===== config.mk =====
export PLATFORM = sky130hd
export DESIGN_NAME = mcc_adder_arbiter
export DESIGN_NICKNAME = d
export VERILOG_FILES = /design/src/rtl/mcc_adder_arbiter.sv
export SDC_FILE = /design/constraint.sdc
export NUM_CORES = 1
export LEC_CHECK = 0
export CAP_MARGIN = 20
export CORE_UTILIZATION = 40
export DETAILED_ROUTE_END_ITERATION = 7
export PLACE_DENSITY = 0.87
export SLEW_MARGIN = 30
export SYNTH_ARGS = -nofsm -noshare
export SYNTH_HDL_FRONTEND = slang
export SYNTH_HIERARCHICAL = 1
export SYNTH_SLANG_ARGS = --single-unit

===== constraint.sdc =====
create_clock -name clk -period 9.2 [get_ports clk]
set_input_delay 0.92 -clock clk [delete_from_list [all_inputs] [get_ports clk]]
set_output_delay 0.92 -clock clk [all_outputs]
set_load 0.05 [all_outputs]

===== src/rtl/mcc_adder_arbiter.sv =====
// Round-robin arbiter sharing one Manchester-carry-chain adder between NUM_REQ requesters.
// Optional registered signed-overflow output rsp_ovf when MCC_ARB_OVF_EN is defined.

module mcc_adder #(
    parameter int unsigned N = 8
) (
    input  logic [N-1:0] a,
    input  logic [N-1:0] b,
    input  logic         cin,
    output logic [N-1:0] sum,
    output logic         cout
);
    logic [N-1:0] gen;
    logic [N-1:0] prop;
    logic [N:0]   carry;

    always_comb begin
        gen      = a & b;
        prop     = a ^ b;
        carry    = '0;
        carry[0] = cin;
        for (int unsigned i = 0; i < N; i++) begin
            carry[i+1] = gen[i] | (prop[i] & carry[i]);
        end
        sum  = prop ^ carry[N-1:0];
        cout = carry[N];
    end
endmodule

module mcc_adder_arbiter #(
    parameter int unsigned N       = 8,
    parameter int unsigned NUM_REQ = 4,
    localparam int unsigned ID_W   = (NUM_REQ > 2) ? $clog2(NUM_REQ) : 1
) (
    input  logic                 clk,
    input  logic                 rst,
    input  logic [NUM_REQ-1:0]   req_valid,
    output logic [NUM_REQ-1:0]   req_ready,
    input  logic [NUM_REQ*N-1:0] req_a,
    input  logic [NUM_REQ*N-1:0] req_b,
    input  logic [NUM_REQ-1:0]   req_cin,
    output logic                 rsp_valid,
    input  logic                 rsp_ready,
    output logic [ID_W-1:0]      rsp_id,
    output logic [N-1:0]         rsp_sum,
    output logic                 rsp_cout
`ifdef MCC_ARB_OVF_EN
    ,
    output logic                 rsp_ovf
`endif
);
    typedef enum logic {EMPTY = 1'b0, FULL = 1'b1} state_t;

    state_t          state_q, state_d;
    logic [ID_W-1:0] rr_ptr_q, rr_ptr_d;
    logic [ID_W-1:0] rsp_id_q, rsp_id_d;
    logic [N-1:0]    rsp_sum_q, rsp_sum_d;
    logic            rsp_cout_q, rsp_cout_d;

    logic [ID_W-1:0] grant;
    logic [ID_W-1:0] grant_hi;
    logic [ID_W-1:0] grant_lo;
    logic            found_hi;
    logic            found_lo;
    logic            can_accept;
    logic            accept;
    logic [N-1:0]    a_sel;
    logic [N-1:0]    b_sel;
    logic            cin_sel;
    logic [N-1:0]    add_sum;
    logic            add_cout;

    // Rotating priority: lowest valid index at or above rr_ptr wins, else lowest valid overall.
    always_comb begin
        grant_hi = '0;
        grant_lo = '0;
        found_hi = 1'b0;
        found_lo = 1'b0;
        for (int unsigned i = NUM_REQ; i > 0; i--) begin
            if (req_valid[i-1]) begin
                grant_lo = ID_W'(i-1);
                found_lo = 1'b1;
                if ((i - 1) >= 32'(rr_ptr_q)) begin
                    grant_hi = ID_W'(i-1);
                    found_hi = 1'b1;
                end
            end
        end
        grant = found_hi ? grant_hi : grant_lo;
    end

    always_comb begin
        can_accept = (state_q == EMPTY) | rsp_ready;
        req_ready  = '0;
        for (int unsigned i = 0; i < NUM_REQ; i++) begin
            if (ID_W'(i) == grant) begin
                req_ready[i] = found_lo & can_accept & ~rst;
            end
        end
        accept = |(req_valid & req_ready);
    end

    always_comb begin
        a_sel   = '0;
        b_sel   = '0;
        cin_sel = 1'b0;
        for (int unsigned i = 0; i < NUM_REQ; i++) begin
            if (ID_W'(i) == grant) begin
                a_sel   = req_a[i*N +: N];
                b_sel   = req_b[i*N +: N];
                cin_sel = req_cin[i];
            end
        end
    end

    mcc_adder #(.N(N)) u_adder (
        .a    (a_sel),
        .b    (b_sel),
        .cin  (cin_sel),
        .sum  (add_sum),
        .cout (add_cout)
    );

    always_comb begin
        state_d    = state_q;
        rr_ptr_d   = rr_ptr_q;
        rsp_id_d   = rsp_id_q;
        rsp_sum_d  = rsp_sum_q;
        rsp_cout_d = rsp_cout_q;
        if (accept) begin
            state_d    = FULL;
            rsp_id_d   = grant;
            rsp_sum_d  = add_sum;
            rsp_cout_d = add_cout;
            rr_ptr_d   = (32'(grant) == NUM_REQ - 1) ? '0 : grant + ID_W'(1);
        end else if (state_q == FULL && rsp_ready) begin
            state_d = EMPTY;
        end
    end

    always_ff @(posedge clk) begin
        if (rst) begin
            state_q    <= EMPTY;
            rr_ptr_q   <= '0;
            rsp_id_q   <= '0;
            rsp_sum_q  <= '0;
            rsp_cout_q <= 1'b0;
        end else begin
            state_q    <= state_d;
            rr_ptr_q   <= rr_ptr_d;
            rsp_id_q   <= rsp_id_d;
            rsp_sum_q  <= rsp_sum_d;
            rsp_cout_q <= rsp_cout_d;
        end
    end

    assign rsp_valid = (state_q == FULL);
    assign rsp_id    = rsp_id_q;
    assign rsp_sum   = rsp_sum_q;
    assign rsp_cout  = rsp_cout_q;

`ifdef MCC_ARB_OVF_EN
    logic rsp_ovf_q, rsp_ovf_d;

    always_comb begin
        rsp_ovf_d = rsp_ovf_q;
        if (accept) begin
            rsp_ovf_d = (a_sel[N-1] ~^ b_sel[N-1]) & (add_sum[N-1] ^ a_sel[N-1]);
        end
    end

    always_ff @(posedge clk) begin
        if (rst) begin
            rsp_ovf_q <= 1'b0;
        end else begin
            rsp_ovf_q <= rsp_ovf_d;
        end
    end

    assign rsp_ovf = rsp_ovf_q;
`endif
endmodule


## Word-level counts from Yosys, hierarchy flattened

Index checks and enable logic that the tools add are counted.

- Input port bits: 75
- Bits in registers: 14

- Mux-type cells: 40
- Reduce and logical (&&, ||, !) cells: 4
- Bitwise gates (word level): 25
- $add $sub $neg: 1
- Equality and inequality tests: 4
- Order comparisons: 3

Operators by type and width:

| operator | count |
|---|---|
| $mux 8 | 8 |
| $mux 2 | 12 |
| $mux 1 | 20 |
| $xor 8x8->8 | 2 |
| $and 1x1->1 | 10 |
| $or 1x1->1 | 9 |
| $and 8x8->8 | 1 |
| $and 4x4->4 | 1 |
| $eq 2x2->1 const A | 2 |
| $ge 1x2->1 const A | 2 |
| $reduce_or 4->1 | 1 |
| $add 2x1->2 const B | 1 |
| $eq 1x2->1 const A | 1 |
| $eq 2x2->1 const B | 1 |
| $ge 2x2->1 const A | 1 |
| $logic_not 2->1 | 1 |
| $not 1->1 | 2 |
| $reduce_bool 2->1 | 1 |
| $logic_and 1x1->1 | 1 |

## Logic depth before layout (Yosys ltp)

- Word-level depth: 30
- Mapped depth: 24
- Depth with buffers taken out: 22

## By module

The synthesis kept the hierarchy.

By module, submodules not included:

| module | cells each | sequential area each (µm²) | area each (µm²) | instances |
|---|---|---|---|---|
| mcc_adder_arbiter | 157 | 280.3 | 1236.2 | 1 |
| mcc_adder | 18 | 0.0 | 197.7 | 1 |

## Worst setup path after synthesis

OpenSTA, ideal clock, no wires.

- Path kind: input to register
- Start point: input port req_valid[1]
- End point: register rsp_sum_q[7], in the netlist rsp_sum[7]
- Data arrival time: 5736 ps
- Path buffers: 2
- Cell stages on the path: 23
- Path slack: 3399 ps
- Data required time: 9135 ps
- Cells stage by stage: and2b_1 -> a21boi_0 -> o22ai_1 -> ha_1 -> nor2b_1 -> clkbuf_1 -> buf_2 -> a221oi_1 -> o31ai_1 -> inv_1 -> fa_1 -> inv_1 -> fa_1 -> fa_1 -> fa_1 -> fa_1 -> fa_1 -> fa_1 -> inv_1 -> fa_1 -> inv_1 -> mux2i_1 -> nor2_1

- Word-level cells in the longest chain between the ends: 25
- Elaborated cells between the ends (all ways): 52
- Classes of those cells: eq/ne: 3; mux: 27; bitwise: 20; reduce/logical: 2

RTL lines:

| item | RTL line | RTL |
|---|---|---|
| start, declared | 37 | `input logic [NUM_REQ-1:0] req_valid,` |
| $mux 2 / $mux 1 (equally long branches) | 80 | `if (req_valid[i-1]) begin` |
| $mux 2 / $mux 1 (equally long branches) | 83 | `if ((i - 1) >= 32'(rr_ptr_q)) begin` |
| $mux 2 / $mux 1 (equally long branches) | 80 |  |
| $mux 2 * | 89 | `grant = found_hi ? grant_hi : grant_lo;` |
| $logic_not 2->1 | 108 | `if (ID_W'(i) == grant) begin` |
| $mux 8 (3 in a row) | 108 |  |
| $mux 8 * | 108 |  |
| via a_sel[0] | 67 | `logic [N-1:0] a_sel;` |
| [9 not listed] | n/a |  |
| $and 1x1->1 * | 23 | `carry[i+1] = gen[i] \| (prop[i] & carry[i]);` |
| $or 1x1->1 * | 23 |  |
| $and 1x1->1 * | 23 |  |
| $or 1x1->1 * | 23 |  |
| $and 1x1->1 * | 23 |  |
| $or 1x1->1 * | 23 |  |
| $xor 8x8->8 * | 25 | `sum = prop ^ carry[N-1:0];` |
| via add_sum[7] | 70 | `logic [N-1:0] add_sum;` |
| end signal, assigned | 152 | `rsp_sum_q <= rsp_sum_d;` |
| end, declared | 57 | `logic [N-1:0] rsp_sum_q, rsp_sum_d;` |

The timed path passes the listed nets; every way through them passes the cells marked *.
A chain may end at the register's enable or synchronous reset.

## Worst setup path in the final report

- Start point: input port req_valid[1]
- End point: register rsp_sum_q[7], in the netlist rsp_sum[7]

- Word-level cells in the longest chain between the ends: 25
- Elaborated cells between the ends (all ways): 52
- Classes of those cells: eq/ne: 3; mux: 27; bitwise: 20; reduce/logical: 2

RTL lines:

| item | RTL line | RTL |
|---|---|---|
| $mux 2 / $mux 1 (equally long branches) | 80 |  |
| $mux 2 / $mux 1 (equally long branches) | 83 |  |
| $mux 2 / $mux 1 (equally long branches) | 80 |  |
| $mux 2 * | 89 |  |
| via grant[0] | 60 | `logic [ID_W-1:0] grant;` |
| $logic_not 2->1 | 108 |  |
| $mux 8 (3 in a row) | 108 |  |
| $mux 8 * | 108 |  |
| via b_sel[0] | 68 | `logic [N-1:0] b_sel;` |
| [9 not listed] | n/a |  |
| $and 1x1->1 * | 23 |  |
| $or 1x1->1 * | 23 |  |
| $and 1x1->1 * | 23 |  |
| $or 1x1->1 * | 23 |  |
| $and 1x1->1 * | 23 |  |
| $or 1x1->1 * | 23 |  |
| $xor 8x8->8 * | 25 |  |
| via add_sum[7] | 70 |  |

Marks and branches as above.

==> impl_metrics.csv <==
group,metric,value,unit
floorplanning,dieWidth,61.9,µm
synth,synth.avg_cell_area,8.19,µm²
floorplanning,initial_core_util,42.3,%
drt,dr.pass1.iters,4,
clock_network,cts-root-buf,"clkbuf_4",
drt,drt_iter0_markers,59,
floorplanning,rows,21,
timing,slew_headroom,39.4,%
timing,holdWs,488,ps
synth,yosys.area.top_type_share,19.5,%
timing,worst_pin_slew,906,ps
run,max_cap_viol_count,0,
placed_design,placed_cells,298,
final_layout,fin_cells,302,
floorplanning,core_area,3390,µm²
clock_network,numCtsBuffers,3,
synth,synth_common_cells,"21 x nor2b_1, 18 x nand2_1, 16 x a221oi_1, 16 x o31ai_1",
synth,synth-async-reset-ratio,0,%
final_layout,stdcell_area,2370,µm²
floorplanning,die_h,61.9,µm
placed_design,place_area,2340,µm²
pwr,finalPower,0.405,mW
drt,vias,1581,
grt,grt_antenna_before_repair,0,
final_layout,final_core_util,70.0,%
pwr,vdd_ir_drop_max,0.0746,mV
worst_setup_path,critPathKind,"in -> reg",
final_layout,area_delta_synth_final,65.5,%
grt,overflow,0,
floorplanning,num_io_pins,91,
clock_network,htreeDepth,1,
pwr,powerDensity,171,nW/µm²
synth,post_synth_main_area_contributors,"dfxtp_1 20%, fa_1 11%, a221oi_1 9.8%, nor2b_1 9.2%, o31ai_1 8.4%",
drt,avgViaCountPerCell,5.24,
synth,synth_warnings,6,
placed_design,numPortBuffers,90,
timing,setup_viol,0,
grt,grt_max_degree,37,
grt,first_global_vias,1384,
drt,drcViolationCount,0,
synth,synth-edff-count,0,
final_layout,antenna-diode-count,0,
timing,period_share,72.0,%
clock_network,cts_resized,0,
placed_design,dp_hpwl,3290,µm
timing,layout_min_cycle_time,6620,ps
drt,routed_wl,4000,µm
placed_design,gp_congestion,0.832,
worst_setup_path,cp.arrival,6820,ps
timing,fmax,151,MHz
grt,grt_usage,20.6,%
synth,synth_seq_area_share,19.5,%
final_layout,fin_nets,344,
timing,skew,8.13,ps
synth,synth_nets,262,
clock_network,clk_path_buf_depth,2,
clock_network,post_cts_buffers,0,
clock_network,cts_sinks,14,
grt,grt_pass1_wl,5840,µm
clock_network,hold_buffers,0,
synth,synth_most_common_cell,"nor2b_1",
pwr,leakage,0.878,nW
timing,hold_violations,0,
synth,syn_area,1430,µm²
drt,wl_per_cell,13.2,µm
timing,rsz0062_at_grt,"no",
worst_setup_path,start_kind,"input port",
outcome,outcome,"finished clean",
worst_setup_path,required,9400,ps
placed_design,dp_slack,2270,ps
synth,synth_flop_cell,"dfxtp_1",
worst_hold_path,hold_class,"reg -> reg",
synth,syn_inst,175,
final_layout,drive_above_1_share,5.86,%
clock_network,cts_tree,"built",
worst_setup_path,cp_max_fo,21,
synth,yosys.area.top_type,"dfxtp_1",
timing,drv_slew,0,
clock_network,path_clk_slew,80,ps
worst_setup_path,end_kind,"register",
drt,drtAntennaViolNets,0,
clock_network,clock_latency,280,ps
synth,synth.distinct_cells,34,
floorplanning,die_area,3830,µm²
timing,fin_tns_setup,0,ps
synth,synth-seq-cells,14,
timing,worst_slack,2580,ps
-- per-layer routing --
layer / GRT usage (%) / share of wire [%] / up-vias / wire length [µm]
met1: 23.3 / 40 / 718 / 1590
met4: 4.76 / 1.4 / 0 / 56
met5: 0 / 0 / - / 0
met3: 5.59 / 7.4 / 4 / 297
met2: 38.6 / 51 / 77 / 2050
li1: - / - / 782 / -
-- final cells by class --
class / count / area [µm²]
clock buffers: 4 / 36.3
flip-flops and latches: 14 / 280
multi-input cells: 134 / 1040
repair buffers: 92 / 916
inverters: 12 / 45.0
fillers: 274 / 1020
well taps: 46 / 57.6
-- logic make-up (layout without fill, tap and decap cells) --
logic type | count (synthesis) | after routing | share of synthesized area, %
flip-flops | 14 | 14 | 19.5
AND/OR/NAND/NOR | 65 | 65 | 23.0
AO/OA/AOI/OAI | 47 | 47 | 27.7
adder cells (fa/ha/maj) | 12 | 12 | 14.7
multiplexers | 10 | 10 | 6.98
buffers and inverters | 27 | 108 | 8.20
-- layout by cell type (no fill, tap or decap), types with 2 or more instances in the layout --
cell type and instances:
dfxtp_1 14, nand2_1 18, ha_1 3, and2_1 4
nor2b_1 21, buf_4 2, nor2_1 14, a22oi_2 2
mux2i_1 10, a21oi_1 3, o31ai_1 16, a221oi_1 16
inv_1 12, fa_1 8, clkdlybuf4s50_1 90, clkbuf_4 3
o21ai_0 2
-- state kept, by name, summed over array words and instances, names as in the netlist --
signal	count
rr_ptr_q	2
rsp_cout	1
rsp_id	2
rsp_valid	1
rsp_sum	8
-- power by group --
part | internal, mW | switching, mW | leakage (nW)
Sequential | 0.0740 | 0.00855 | 0.114
Clock | 0.0241 | 0.0191 | 0.0210
Combinational | 0.125 | 0.154 | 0.742
-- critical path, cell delays in order --
cell,delay [ps]
clkdlybuf4s50_1,580
and2b_1,220
nor2_1,110
o221ai_1,180
inv_1,170
ha_1,620
nor2b_1,100
buf_4,220
a221oi_1,270
o31ai_1,100
inv_1,90
fa_1,160
inv_1,50
fa_1,370
fa_1,390
fa_1,400
fa_1,400
fa_1,410
fa_1,370
inv_1,70
fa_1,400
inv_1,60
mux2i_1,60
nor2_1,110
-- path summary, 6_finish.rpt --
check / startpoint / endpoint / slack, ps / depth (start not counted)
max: req_valid[1] / rsp_sum[7] / 2580 / 24
min: rsp_id[1] / rsp_id[1] / 490 / 2
max reg2reg: rr_ptr_q[0] / rsp_sum[7] / 3480 / 22
min reg2reg: rsp_id[1] / rsp_id[1] / 490 / 2
(Power assumes the default switching activity.)
